`src/rtl/systolic_pkg.sv`:
```
// Shared definitions for the systolic array feed logic.
//   skew_state_t : control state of the input skewer (stream / drain / done)
//   lane_lsb()   : bit offset of lane i inside a packed row vector, where
//                  lane 0 occupies the most significant slice.
package systolic_pkg;

    typedef enum logic [1:0] {
        S_STREAM = 2'd0,
        S_DRAIN  = 2'd1,
        S_DONE   = 2'd2
    } skew_state_t;

    // Lane 0 sits in the top slice so the row reads left-to-right as lane order.
    function automatic int lane_lsb(input int width, input int lanes, input int lane);
        return width * (lanes - 1 - lane);
    endfunction

endpackage

```
`src/rtl/skew_delay_line.sv`:
```
// Fixed-depth register chain carrying one lane element plus its valid flag.
//   clk, rstn  : clock, asynchronous active-low reset (clears every stage)
//   in_valid   : valid flag entering stage 0
//   din        : lane element entering stage 0 (caller zero-fills bubbles)
//   out_valid  : valid flag leaving the last stage
//   dout       : lane element leaving the last stage
//   any_valid  : some stage of the chain currently holds valid data
module skew_delay_line #(
    parameter int DATA_WIDTH = 8,
    parameter int DEPTH      = 1
) (
    input  logic                  clk,
    input  logic                  rstn,
    input  logic                  in_valid,
    input  logic [DATA_WIDTH-1:0] din,
    output logic                  out_valid,
    output logic [DATA_WIDTH-1:0] dout,
    output logic                  any_valid
);

    logic [DEPTH-1:0]      vld;
    logic [DATA_WIDTH-1:0] data [DEPTH];

    // Every stage shifts each cycle; there is no stall path.
    always_ff @(posedge clk or negedge rstn) begin
        if (!rstn) begin
            vld <= '0;
            for (int k = 0; k < DEPTH; k++) begin
                data[k] <= '0;
            end
        end else begin
            vld[0]  <= in_valid;
            data[0] <= din;
            for (int k = 1; k < DEPTH; k++) begin
                vld[k]  <= vld[k-1];
                data[k] <= data[k-1];
            end
        end
    end

    assign out_valid = vld[DEPTH-1];
    assign dout      = data[DEPTH-1];
    assign any_valid = |vld;

endmodule

```
`src/rtl/systolic_input_skewer.sv`:
```
// Feed-side skew buffer for the systolic array. Each accepted row vector is
// split into lanes and lane i is delayed by i+1 cycles, so operands enter the
// array as a diagonal wavefront. After the vector flagged in_last, input is
// closed while the wavefront drains, and done pulses when that vector's last
// lane reaches the array.
//   clk, rstn  : clock, asynchronous active-low reset
//   in_valid   : din holds a vector this cycle
//   in_last    : final vector of a tile (only meaningful with in_valid)
//   din        : packed row, lane i at din[DATA_WIDTH*(length-1-i) +: DATA_WIDTH]
//   in_ready   : a vector is accepted this cycle when in_valid is also high
//   dout       : skewed lanes, same packing as din
//   out_valid  : per-lane qualifier for dout
//   busy       : data in flight, or the tile is draining / finishing
//   done       : one-cycle pulse when the last vector has left lane length-1
module systolic_input_skewer
    import systolic_pkg::*;
#(
    parameter int DATA_WIDTH = 8,
    parameter int length     = 16
) (
    input  logic                         clk,
    input  logic                         rstn,
    input  logic                         in_valid,
    input  logic                         in_last,
    input  logic [DATA_WIDTH*length-1:0] din,
    output logic                         in_ready,
    output logic [DATA_WIDTH*length-1:0] dout,
    output logic [length-1:0]            out_valid,
    output logic                         busy,
    output logic                         done
);

    localparam int CNT_W = (length > 1) ? $clog2(length) : 1;

    skew_state_t      state, state_next;
    logic [CNT_W-1:0] cnt, cnt_next;
    logic             accept;
    logic [length-1:0] lane_busy;

    assign accept = in_valid && in_ready;

    // One delay line per lane, lane i being i+1 stages deep. Cycles without an
    // accepted vector push a zero element with valid low, which is how bubbles
    // and the drain tail show up as zeros on dout.
    for (genvar i = 0; i < length; i++) begin : g_lane
        localparam int LSB = lane_lsb(DATA_WIDTH, length, i);

        skew_delay_line #(
            .DATA_WIDTH (DATA_WIDTH),
            .DEPTH      (i + 1)
        ) u_line (
            .clk       (clk),
            .rstn      (rstn),
            .in_valid  (accept),
            .din       (accept ? din[LSB +: DATA_WIDTH] : {DATA_WIDTH{1'b0}}),
            .out_valid (out_valid[i]),
            .dout      (dout[LSB +: DATA_WIDTH]),
            .any_valid (lane_busy[i])
        );
    end

    // State and drain counter registers.
    always_ff @(posedge clk or negedge rstn) begin
        if (!rstn) begin
            state <= S_STREAM;
            cnt   <= '0;
        end else begin
            state <= state_next;
            cnt   <= cnt_next;
        end
    end

    // The drain count is loaded with length-1 so that S_DONE lands in the same
    // cycle the last vector's final lane comes out; it stops at 1.
    always_comb begin
        state_next = state;
        cnt_next   = cnt;
        case (state)
            S_STREAM: begin
                if (accept && in_last) begin
                    if (length == 1) begin
                        state_next = S_DONE;
                    end else begin
                        state_next = S_DRAIN;
                        cnt_next   = CNT_W'(length - 1);
                    end
                end
            end
            S_DRAIN: begin
                if (cnt == CNT_W'(1)) begin
                    state_next = S_DONE;
                end else begin
                    cnt_next = cnt - CNT_W'(1);
                end
            end
            S_DONE: begin
                state_next = S_STREAM;
            end
            default: begin
                state_next = S_STREAM;
            end
        endcase
    end

    assign in_ready = (state == S_STREAM);
    assign done     = (state == S_DONE);
    assign busy     = (|lane_busy) || (state != S_STREAM);

endmodule

```
`config.mk`:
```
export PLATFORM = sky130hd
export DESIGN_NAME = systolic_input_skewer
export DESIGN_NICKNAME = d
export VERILOG_FILES = /design/src/rtl/systolic_pkg.sv /design/src/rtl/skew_delay_line.sv /design/src/rtl/systolic_input_skewer.sv
export SDC_FILE = /design/constraint.sdc
export NUM_CORES = 1
export LEC_CHECK = 0
export CORE_UTILIZATION = 45
export DETAILED_ROUTE_END_ITERATION = 16
export PLACE_DENSITY = 0.72
export SYNTH_ARGS = -nofsm -noshare
export SYNTH_HDL_FRONTEND = slang
export SYNTH_SLANG_ARGS = --single-unit
```
`constraint.sdc`:
```
create_clock -name clk -period 2 [get_ports clk]
set_clock_uncertainty 0.05 [all_clocks]
set_input_delay 0.3 -clock clk [delete_from_list [all_inputs] [get_ports clk]]
set_output_delay 0.3 -clock clk [all_outputs]
set_load 0.01 [all_outputs]
```
* Yosys cells after proc, flatten, opt, wreduce, memory -nomap -nowiden
Cells that the tools add are included. W data, S select, Z words.
Storage, ports and cells: output and inout port bits 147, register bits 1230, bits of input ports 132, logic and storage cells 192
Cells by class: equality and inequality tests 6, reductions and logical operators 9, add/subtract/negate cells 1, muxes and demuxes 22
Operators with widths (count):
- $reduce_or A136 Y1 | 1
- $mux W8 | 16
- $mux W4 | 2
- $pmux W4 S2 | 1
- $eq A4 B1 Y1 const B | 1
- $mux W2 | 2
- $ne A2 B2 Y1 const B | 2
- $pmux W2 S2 | 1
- $reduce_bool A2 Y1 | 2
- $sub A4 B1 Y4 const B | 1
- $reduce_and A3 Y1 | 1
- $eq A2 B1 Y1 const B | 1
- $eq A2 B2 Y1 const B | 1
- $logic_and A1 B1 Y1 | 2
- $logic_not A2 Y1 | 1
- $ne A2 B1 Y1 const B | 1
- $reduce_and A2 Y1 | 1
- $logic_or A1 B1 Y1 | 1

* Depth between registers and ports, before layout
depth after elaboration 5, gate-level depth with buffers 5, gate-level depth less buffers 5

* Hierarchy
Synthesis repeated with hierarchy kept, for this count alone.
Unflattened totals: cells, all modules 1577, area total of the unflattened synthesis 33064.2 sq um
By module, submodules not included:
- skew_delay_line at g_lane[15].u_line | times used 1, cells an instance 157, area an instance 3694.8 sq um, seq. area each 3603.5 sq um
- skew_delay_line at g_lane[14].u_line | times used 1, cells an instance 148, area an instance 3468.3 sq um, seq. area each 3378.2 sq um
- skew_delay_line at g_lane[13].u_line | times used 1, cells an instance 139, area an instance 3241.9 sq um, seq. area each 3153.0 sq um
- skew_delay_line at g_lane[12].u_line | times used 1, cells an instance 130, area an instance 3015.4 sq um, seq. area each 2927.8 sq um
- skew_delay_line at g_lane[11].u_line | times used 1, cells an instance 120, area an instance 2786.4 sq um, seq. area each 2702.6 sq um
- skew_delay_line at g_lane[10].u_line | times used 1, cells an instance 111, area an instance 2560.0 sq um, seq. area each 2477.4 sq um
- skew_delay_line at g_lane[9].u_line | times used 1, cells an instance 102, area an instance 2333.5 sq um, seq. area each 2252.2 sq um
- skew_delay_line at g_lane[8].u_line | times used 1, cells an instance 93, area an instance 2107.0 sq um, seq. area each 2026.9 sq um
- skew_delay_line at g_lane[7].u_line | times used 1, cells an instance 83, area an instance 1878.1 sq um, seq. area each 1801.7 sq um
- skew_delay_line at g_lane[6].u_line | times used 1, cells an instance 74, area an instance 1651.6 sq um, seq. area each 1576.5 sq um
- skew_delay_line at g_lane[5].u_line | times used 1, cells an instance 65, area an instance 1425.1 sq um, seq. area each 1351.3 sq um
- systolic_input_skewer | times used 1, cells an instance 181, area an instance 1243.7 sq um, seq. area each 150.1 sq um
- skew_delay_line at g_lane[4].u_line | times used 1, cells an instance 56, area an instance 1198.6 sq um, seq. area each 1126.1 sq um
- skew_delay_line at g_lane[3].u_line | times used 1, cells an instance 45, area an instance 968.4 sq um, seq. area each 900.9 sq um
- 3 more rows

* Least setup slack after synthesis
OpenSTA, ideal clock, no wires.
path type register to register, from reg state[1], to reg cnt[3], cell stages (with the launch flop) 4, slack 0.533 ns, setup time 0.087 ns, data required time 1.863 ns, buffers on the path 0, data arrival time 1.331 ns, clock period less this slack 1.467 ns, cells stage by stage dfrtp_1 > or3b_1 > or4_1 > o211ai_1
On the way: word-level cells in the longest chain between the ends 5, elaborated cells between the ends (all ways) 9, those cells by class eq/ne (3); mux (1); reduce/logical (5)
RTL lines:
- from (decl) | line systolic_input_skewer.sv:35 | skew_state_t state, state_next;
- from (signal assigned) | line systolic_input_skewer.sv:68 | state <= state_next;
- $logic_not A2 Y1 | line systolic_input_skewer.sv:78, systolic_input_skewer.sv:105
- $logic_and A1 B1 Y1 | line systolic_input_skewer.sv:40 | assign accept = in_valid && in_ready;
- $logic_and A1 B1 Y1 | line systolic_input_skewer.sv:80 | if (accept && in_last) begin
- $ne A2 B1 Y1 (no source line)
- $reduce_and A3 Y1 (no source line)
- to (signal assigned) | line systolic_input_skewer.sv:69 | cnt <= cnt_next;
- to (decl) | line systolic_input_skewer.sv:36 | logic [CNT_W-1:0] cnt, cnt_next;
Several ways; a longest one is shown, not always the timed one. A chain may end at the register's enable or synchronous reset.

* Worst setup path in the final report
from reg g_lane[15].u_line.vld[15], to out busy
On the way: word-level cells in the longest chain between the ends 2
RTL lines:
- from (decl) | line skew_delay_line.sv:21 | logic [DEPTH-1:0] vld;
- from (signal, indexed assignment) | line skew_delay_line.sv:35 | vld[k] <= vld[k-1];
- $reduce_or A136 Y1 | line systolic_input_skewer.sv:107 | assign busy = (|lane_busy) || (state != S_STREAM);
- $logic_or A1 B1 Y1 | line systolic_input_skewer.sv:107
- to (decl) | line systolic_input_skewer.sv:29 | output logic busy,
No other way between the ends.

==> key figures <==
Placed design
  – Hpwl dp: 27590 um
  – GPL Wtd Cong: 0.8047
  – Port bufs: 278
  – Placed cells: 2465
  – DP Worst Slack: 0.2135 ns
  – Placed cell areas: 33360 um^2

CTS
  – Worst-Skew Late Latency: 0.64 ns
  – Clk root buf: clkbuf_16
  – Total clock sinks: 1110
  – CTS tree: done
  – Clk slew on worst S/H paths: 0.07 ns
  – Inserted Clock Buffers: 99
  – # H-tree levels: 3
  – Max clock buf depth: 3

Global routing
  – Met1 Track Usage GR: 16.84%
  – Total global routing overflow: 0
  – GR peak layer: met2
  – First-pass GRT wire length: 73950 um
  – Met2 usage in global routing: 25.26%
  – GRT Total Usage: 14.64%
  – Vias in the first global route: 12.94k
  – Initial antenna violation count: 9
  – Largest net degree at the start of global routing: 87
  – Met3 usage: 4.103%

Synthesis
  – Adder-cell area share of the yosys netlist: 0.08381%
  – Synth Area in XOR/XNOR: 0%
  – Mapped Nets: 1552
  – Top cell type by total area after synthesis: dfrtp_1
  – Synthesized cell area: 29860 um^2
  – Largest family of logic cells by synthesized area: buffers and inverters
  – Simple-Gate Fraction of Synth Area: 3.059%
  – Synth top area cells: dfrtp_1 93%, buf_4 3.4%, and2_1 2.7%
  – Mapped Cells: 1418
  – Yosys cell types: 24
  – Sequential share of the synthesized area: 93.03%
  – Synthesized area per cell: 21.06 um^2
  – Mux contribution to synthesized area: 0.06705%
  – Yosys warnings: 0
  – Synth Area in Compound Gates: 0.1341%
  – FF+latch count, synth: 1110
  – Area fraction of the dominant cell type after synthesis: 93.03%

Floorplan
  – Io pins: 279
  – Width of the die: 259.6 um
  – Core area: 65750 um^2
  – # rows: 94
  – DIE HEIGHT: 259.6 um
  – Die Area: 67380 um^2
  – Initial Utilization: 45.41%

Drt
  – Vias: 11.03k
  – Drt first pass iters: 4
  – Routed Wire Length: 46560 um
  – WL/cell: 17.55 um
  – Initial DRC count: 499
  – DRC Markers: 0
  – Post-DRT Antenna Nets: 0
  – Drt via density: 4.156

Critical path
  – R2r worst-path depth: 3
  – Crit path required time: 1.65 ns
  – Flop-to-flop setup slack: 0.33 ns
  – Crit path kind: register to output pin
  – Crit end category: output pin
  – RR Startpoint: state[0]
  – CP Launch Type: register
  – R2r endpoint: cnt[3]
  – CP startpoint: g_lane[15].u_line.vld[15]
  – CP arrival: 1.73 ns
  – Max FO, Critical Path: 2
  – Worst Setup EP: busy

Final layout
  – Final-layout fill cell count: 4716
  – Layout cell share with drive strength beyond 1: 12.96%
  – Layout net count: 1838
  – Non-filler instance count after layout: 2653
  – Most common cell after layout, fill and taps aside: dfrtp_1
  – Finished Core Util: 56.10%
  – Area Overhead vs Synth: 23.54%
  – Final Instance Area: 36890 um^2
  – Most frequent cells in the layout: 1109 x dfrtp_1, 268 x clkdlybuf4s50_1, 128 x and2_1, 102 x clkbuf_16, 33 x buf_4

Timing
  – Max-slew violation count: 0
  – Fin crit share: 103.9%
  – RSZ-0062 raised after global routing: yes
  – Final setup fails: 1
  – Slew headroom: 65.07%
  – Post-route setup slack: -0.07777 ns
  – Peak Freq: 481.3 MHz
  – Final hold violation count: 0
  – Fin Hold WS: 0.1604 ns
  – Final min period: 2.078 ns
  – Tightest Pin Transition: 0.5240 ns
  – Final setup TNS: -0.07777 ns

Pwr
  – Static Leak: 18.73 nW
  – Max VDD drop: 0.6504 mV
  – PwrDens: 1341 nW/um^2
  – Final Total Pwr: 49.47 mW

Hold path
  – Worst hold path type: input pin to register

Outcome
  – Outcome: complete, but fails checks
  – Violations in the final reports: setup timing

Job
  – Maxcap violations: 0
## Yosys cell counts
cell / count
nor2b_1: 2
ha_1: 2
buf_4: 136
nor3b_2: 1
a21oi_1: 2
and3_1: 1
and2_1: 128
dfrtp_1: 1110
nand4b_1: 1
clkbuf_1: 13
nand2b_1: 1
or4_1: 1
nor2_1: 2
o31ai_1: 1
o21ai_0: 1
nand2_1: 2
nand3_1: 2
nor4_1: 4
a21bo_2: 1
inv_1: 2
o211ai_1: 1
buf_2: 1
mux2i_1: 2
or3b_1: 1
## worst min-delay path by stage
stage | start | end | depth (start not counted)
after global placement | rstn | g_lane[9].u_line.data[11] | 1
after floorplan | rstn | cnt[0] | 0
after CTS | din[47] | g_lane[10].u_line.data[87] | 2
final | din[47] | g_lane[10].u_line.data[87] | 2
after detailed placement | rstn | g_lane[10].u_line.data[28] | 1
after global routing | din[47] | g_lane[10].u_line.data[87] | 2
## power by group
group	switching (mW)	internal, mW	leakage, nW
clock network	7.93	11.8	1.72
registers	1.17	25.7	15.1
logic	1.38	1.51	1.93
## sequential cells by signal, indices dropped and copies added (netlist names)
register and flops:
state 2, cnt 4, g_lane.u_line.data 960, g_lane.u_line.vld 16, g_lane.u_line.dout 128
## logic make-up after synthesis
logic type / Yosys count
adder cells (fa/ha/maj): 2
flip-flops: 1110
buffers and inverters: 152
AO/OA/AOI/OAI: 6
AND/OR/NAND/NOR: 146
multiplexers: 2
## per-layer routing
metal | routed length [um] | share of wire (%)
met1 | 17170 | 37
met2 | 25120 | 54
met3 | 2698 | 5.8
met4 | 1551 | 3.3
met5 | 23 | 0.049
## worst max-delay path: stages, from the launching register on
cell and delay [ns]:
dfrtp_1 0.39, nor4_2 0.29, and3_1 0.19, nand3_1 0.07, buf_2 0.15
## what timing repair did
action | 4_1_cts | 5_1_grt
hold endpoints to repair | 155 | 0
hold buffers | 1 | 0
setup endpoints to repair | 4 | 5
resized for setup | 12 | 4
setup buffers | 1 | 0
pin swaps | 3 | 1
## area by class of cell
cell class / count / area (um^2) / share of cell area [%]
sequential: 1110 / 27780 / 75.31
timing repair buffer: 335 / 3502 / 9.495
clock buffer: 138 / 2918 / 7.910
tap: 864 / 1081 / 2.931
multi-input combinational: 156 / 1020 / 2.765
clock inverter: 42 / 564.3 / 1.530
antenna: 6 / 15.01 / 0.04071
inverter: 2 / 7.507 / 0.02035
(Power assumes the default switching activity.)
